===== src/rtl/pipe_stage_skid.sv =====
// pipe_stage_skid: pipeline stage register with valid/ready handshake, 2-entry skid buffer, flush and stall counter
module pipe_stage_skid #(
    parameter int CTRL_W     = 8,
    parameter int DATA_W     = 32,
    parameter int CLEAR_DATA = 1,
    parameter int CNT_W      = 16
) (
    input  logic              clk,
    input  logic              rst,
    input  logic              flush,
    input  logic              in_valid,
    output logic              in_ready,
    input  logic [CTRL_W-1:0] in_ctrl,
    input  logic [DATA_W-1:0] in_data,
    output logic              out_valid,
    input  logic              out_ready,
    output logic [CTRL_W-1:0] out_ctrl,
    output logic [DATA_W-1:0] out_data,
    output logic [1:0]        occupancy,
    output logic [CNT_W-1:0]  stall_cnt
);
    typedef enum logic [1:0] {EMPTY, ONE, TWO} state_t;
    state_t            state;
    logic [CTRL_W-1:0] skid_ctrl;
    logic [DATA_W-1:0] skid_data;
    logic              in_fire;
    assign out_valid = state != EMPTY;
    assign in_ready  = state != TWO;
    assign occupancy = state == TWO ? 2'd2 : state == ONE ? 2'd1 : 2'd0;
    assign in_fire   = in_valid & in_ready;
    // main/skid register FSM; flush wins over every handshake, emptying zeroes control
    always_ff @(posedge clk or posedge rst) begin
        if (rst) begin
            state     <= EMPTY;
            out_ctrl  <= '0;
            out_data  <= '0;
            skid_ctrl <= '0;
            skid_data <= '0;
        end else if (flush) begin
            state    <= EMPTY;
            out_ctrl <= '0;
            if (CLEAR_DATA != 0) out_data <= '0;
        end else begin
            case (state)
                EMPTY: if (in_fire) begin
                    state    <= ONE;
                    out_ctrl <= in_ctrl;
                    out_data <= in_data;
                end
                ONE: if (in_fire && out_ready) begin
                    out_ctrl <= in_ctrl;
                    out_data <= in_data;
                end else if (in_fire) begin
                    state     <= TWO;
                    skid_ctrl <= in_ctrl;
                    skid_data <= in_data;
                end else if (out_ready) begin
                    state    <= EMPTY;
                    out_ctrl <= '0;
                    if (CLEAR_DATA != 0) out_data <= '0;
                end
                TWO: if (out_ready) begin
                    state    <= ONE;
                    out_ctrl <= skid_ctrl;
                    out_data <= skid_data;
                end
                default: state <= EMPTY;
            endcase
        end
    end
    // saturating count of cycles the downstream stalls a valid entry
    always_ff @(posedge clk or posedge rst) begin
        if (rst) stall_cnt <= '0;
        else if (out_valid && !out_ready && stall_cnt != '1) stall_cnt <= stall_cnt + 1'b1;
    end
endmodule


===== config.mk =====
export PLATFORM = sky130hd
export DESIGN_NAME = pipe_stage_skid
export DESIGN_NICKNAME = d
export VERILOG_FILES = /design/src/rtl/pipe_stage_skid.sv
export SDC_FILE = /design/constraint.sdc
export NUM_CORES = 1
export LEC_CHECK = 0
export BUFFER_PORTS_ARGS = -buffer_cell sky130_fd_sc_hd__buf_4
export CAP_MARGIN = 20
export CORE_UTILIZATION = 50
export DETAILED_ROUTE_END_ITERATION = 8
export GPL_ROUTABILITY_DRIVEN = 0
export HOLD_SLACK_MARGIN = 0.02
export MAX_ROUTING_LAYER = met4
export PLACE_DENSITY = 0.75
export SETUP_SLACK_MARGIN = 0.1
export SLEW_MARGIN = 10
export SYNTH_ARGS = -nofsm -noshare
export SYNTH_HDL_FRONTEND = slang
export SYNTH_SLANG_ARGS = --single-unit

===== constraint.sdc =====
create_clock -name clk -period 3.7 [get_ports clk]
set_input_delay 0.74 -clock clk [delete_from_list [all_inputs] [get_ports clk]]
set_output_delay 0.74 -clock clk [all_outputs]
set_load 0.02 [all_outputs]

* Word level (Yosys, flattened, before mapping) *
Index checks and enable logic that the tools add are counted.

storage, ports and cells
  bits in registers = 98
  bits of input ports = 45
  logic and storage cells = 53

cells by class
  add/sub/neg operators = 1
  equal/unequal tests = 10
  muxes and demuxes = 23
  bitwise operators = 3
  reduce and logical (&&, ||, !) cells = 10

operators by type and width
  cell                                                             number
  32-bit two-way mux                                               6
  32-bit case mux with 3 select lines                              1
  8-bit two-way mux                                                6
  8-bit case mux with 3 select lines                               1
  16-bit by 1-bit adder with 16-bit output, second input constant  1
  16-bit != test, second input constant                            1
  2-bit two-way mux                                                7
  3-bit != test, second input constant                             3
  4-bit by 3-bit != test with 1-bit output, second input constant  2
  4-bit AND reduction                                              2
  2-bit case mux with 3 select lines                               1
  5-bit AND reduction                                              1
  4-bit != test, second input constant                             1
  4-bit nonzero test                                               1
  1-bit logical AND                                                3
  2-bit by 1-bit == test with 1-bit output, second input constant  1
  2-bit == test, second input constant                             1
  2-bit zero test                                                  1
  2-bit != test, second input constant                             1
  1-bit NOT                                                        2
  2-bit nonzero test                                               1
  1-bit bitwise AND                                                1
  1-bit zero test                                                  1
  1-bit two-way mux                                                1

* Depth between registers and ports, before layout *
  depth in word-level cells = 6
  depth in mapped cells = 7

* Least setup slack after synthesis *
No wires, ideal clock.

  kind = reg2reg
  start = reg state[1]
  end = reg skid_ctrl[0]
  arrival time = 1.853 ns
  setup slack = 1.722 ns
  cell stages (with the launch flop) = 8
  path buffers = 2
  period minus slack after synthesis = 1.978 ns
  cell sequence = dfrtp_1 inv_1 ha_1 nand2_1 or4_1 buf_2 buf_6 mux2_4

on the way
  word-level cells in the longest chain between the ends = 5
  elaborated cells on any way between the ends = 6
  those cells by class = eq/ne: 2; bitwise: 2; reduce/logical: 2

ends and longest elaborated chain
  item                               RTL line  text
  from (decl)                        23        state_t state;
  from (signal assigned)             34        state <= EMPTY;
  from (signal assigned)             40        state <= EMPTY;
  from (signal assigned)             46        state <= ONE;
  2-bit != test                      28        assign in_ready = state != TWO;
  1-bit bitwise AND                  30        assign in_fire = in_valid & in_ready;
  1-bit logical AND                  50        ONE: if (in_fire && out_ready) begin
  1-bit NOT (no line)                -
  4-bit AND reduction (no line) (*)  -
  to (signal assigned)               55        skid_ctrl <= in_ctrl;
  to (decl)                          24        logic [CTRL_W-1:0] skid_ctrl;

Every way passes the cells marked *; elsewhere a longest branch is shown, timed or not.
A chain may end at the register's enable or synchronous reset.

* Worst setup path after layout *
  start = reg state[0]
  end = out out_valid

on the way
  word-level cells in the longest chain between the ends = 1

ends and longest elaborated chain
  item                RTL line  text
  2-bit nonzero test  27        assign out_valid = state != EMPTY;
  to (decl)           15        output logic out_valid,

Every way passes these cells.

==> impl_metrics.tcl <==
set metrics [dict create \
    finalSetupTns_ns 0 \
    combinationalPowerShare 0.318 \
    switching_share 0.322 \
    numCtsBuffers 9 \
    post-route-period-util 0.631 \
    m1WireLength_um 4710 \
    drtPass1Iterations 4 \
    initial_utilization 0.518 \
    syn_area_sq_um 4520 \
    grt_pass1_vias 3229 \
    synth.top_cell.area_share 0.543 \
    ant_nets 0 \
    antenna_found_initial 0 \
    final_area_sq_um 5600 \
    hp-class "in -> async" \
    syn_nets 381 \
    layout_common_cells "buf_4, dfrtp_1, a22o_1, mux2_4, xor2_1" \
    vdd_drop_max_mv 0.295 \
    cts-root-buf "clkbuf_8" \
    final_common_cell "buf_4" \
    routed_via_density 5.84 \
    path_buf_inv 3 \
    grt_usage 0.230 \
    cp_common_cell "inv_1" \
    detailed_place_hpwl_um 6490 \
    fin_crit_ns 2.34 \
    synthArstFlopShare 1.00 \
    die_w_um 97.0 \
    yosysWarnings 0 \
    fmax_mhz 428 \
    endpoint_kind "primary output" \
    yosysTopAreaCell "dfrtp_1" \
    worst_pin_slew_ns 0.753 \
    wirelength_um 10100 \
    run_status "complete, no violations" \
    multiInputGateArea_sq_um 1930 \
    vias 3166 \
    antenna_cells 0 \
    die_y_um 97.0 \
    cts_buffer_depth 2 \
    ff_latch_area_sq_um 2450 \
    final_util 0.642 \
    maxCapViolCount 0 \
    cp_max_fo 7 \
    path_cells "inv_1 > ha_1 > inv_1 > buf_4" \
    clkSinkCount 98 \
    fill_cells 676 \
    grt_max_degree 53 \
    wl_met2_um 4760 \
    p_int_mw 2.32 \
    setup_ws_ns 1.36 \
    ys_types 36 \
    boundaryPins 105 \
    routedWlPerCell_um 18.6 \
    postCtsSetupRepairBufs 0 \
    slowest_delay_ns 0.42 \
    syn_area_per_cell_sq_um 13.6 \
    cts_resized 0 \
    fin_nets 479 \
    rows 34 \
    fp.dieArea_sq_um 9420 \
    p_total_mw 3.42 \
    top_layer "met4" \
    clockPowerShare 0.213 \
    finalSetupViolCount 0 \
    fin_worst_skew_ns 0.0133 \
    portBuffers 104 \
    p_leak_nw 2.84 \
    cts_tree "built" \
    grt-ovfl-total 0 \
    path_delay_family "buffers and inverters" \
    cts_htree_levels 3 \
    drive_above_1_share 0.408 \
    place_ws_ns 1.25 \
    synthTopCellsByArea "dfrtp_1, a22o_1, mux2_4" \
    crit_required_ns 2.96 \
    yosysSeqAreaShare 0.543 \
    grt_pass1_wl_um 16700 \
    rsz0062_at_grt "false" \
    p_sw_mw 1.10 \
    power_density_nw_per_um2 610 \
    dpl_cell_area_sq_um 5390 \
    hold_viol 0 \
    ctsHoldBuffers 0 \
    critPathLaunchType "register" \
    synth-seq-cells 98 \
    synthFlopType "dfrtp_1" \
    drtIter0Drc 115 \
    drv_slew 0 \
    core_area_sq_um 8720 \
    drcViolationCount 0 \
    setup.worst_path.class "reg -> out" \
    clk-insertion-delay-late_ns 0.36 \
    clk_pin_slew_worst_paths_ns 0.10 \
    slowest_stage "dfrtp_1" \
    seqPwrFrac 0.469 \
    wl_met3_um 475 \
    area_growth_pct 24.0 \
    r2r_slack_ns 1.41 \
    cp.arrival_ns 1.60 \
    max_slew_margin 0.498 \
    synth_edf_count 0 \
    synthCells 331 \
]
per-stage QoR:
| step | cells | hold slack, ns |
|---|---|---|
| floorplan | 331 | 0.482 |
| global placement | 525 | 0.489 |
| detailed placement | 525 | 0.493 |
| CTS | 541 | 0.455 |
| global route | 542 | 0.482 |
| finish | 542 | 0.439 |
worst register-to-register path: cells and delay by family, from the launching register on:
kind / cells / cell delay [ns]
AND/OR/NAND/NOR: 2 / 0.63
buffers and inverters: 2 / 0.45
flip-flops: 1 / 0.43
multiplexers: 1 / 0.42
adder cells (fa/ha/maj): 1 / 0.25
cells in the mapped netlist, types with 2 or more instances:
library cell	number
clkbuf_1	9
nand3_1	7
a22o_1	80
nor2_1	2
mux2_4	41
dfrtp_1	98
o31ai_1	2
nor4b_1	2
inv_1	7
buf_2	10
nand2_1	9
xnor2_1	2
and4_1	2
nor4_1	2
xor2_1	13
a211oi_1	4
a21oi_1	5
nand4_1	5
ha_1	5
a21boi_0	2
buf_6	5
or4_1	3
nor3_1	3
path summary, 6_finish.rpt:
| check | from | end | depth (start not counted) |
|---|---|---|---|
| max in group asynchronous | rst | skid_data[13] | 3 |
| min in group clk | out_data[27] | out_data[27] | 1 |
| worst max-delay path | state[0] | out_valid | 4 |
| worst max register to register | state[1] | skid_data[13] | 6 |
| worst min register to register | out_data[27] | out_data[27] | 1 |
| worst min-delay path | rst | out_data[20] | 2 |
power by group through the flow:
stage | Sequential, mW | Combinational, mW | Clock [mW]
after detailed placement | 1.61 | 1.09 | 0
after global placement | 1.60 | 1.05 | 0
after global routing | 1.64 | 1.16 | 0.784
final | 1.60 | 1.09 | 0.729
after CTS | 1.60 | 1.09 | 0.747
after floorplan | 1.68 | 0.638 | 0
sequential cells by signal, indices dropped and copies added (netlist names):
signal,cells
out_data,32
skid_data,32
stall_cnt,16
out_ctrl,8
skid_ctrl,8
state,2
final cells by class:
type                       count  share of cell area
clock buffer                   9              0.0221
inverter                       7             0.00514
clock inverter                 7              0.0150
timing repair buffer         111               0.151
multi-input combinational    202               0.345
tap                          108              0.0241
sequential                    98               0.438
logic make-up (layout without fill, tap and decap cells):
logic type      after synthesis  after routing  synth area share
compound gates              100            100             0.189
xor+xnor                     15             15            0.0291
mux                          41             41             0.136
buf+inv                      31            134            0.0368
simple gates                 41             41            0.0524
fa+ha+maj                     5              5            0.0139
flops                        98             98             0.543
layer usage:
layer / vias up / global-route usage
li1: 1453 / -
met1: 1609 / 0.316
met3: 11 / 0.0354
met4: 0 / 0.0873
met2: 93 / 0.347
met5: - / -
Note: power is estimated with default switching activity, not from simulation.
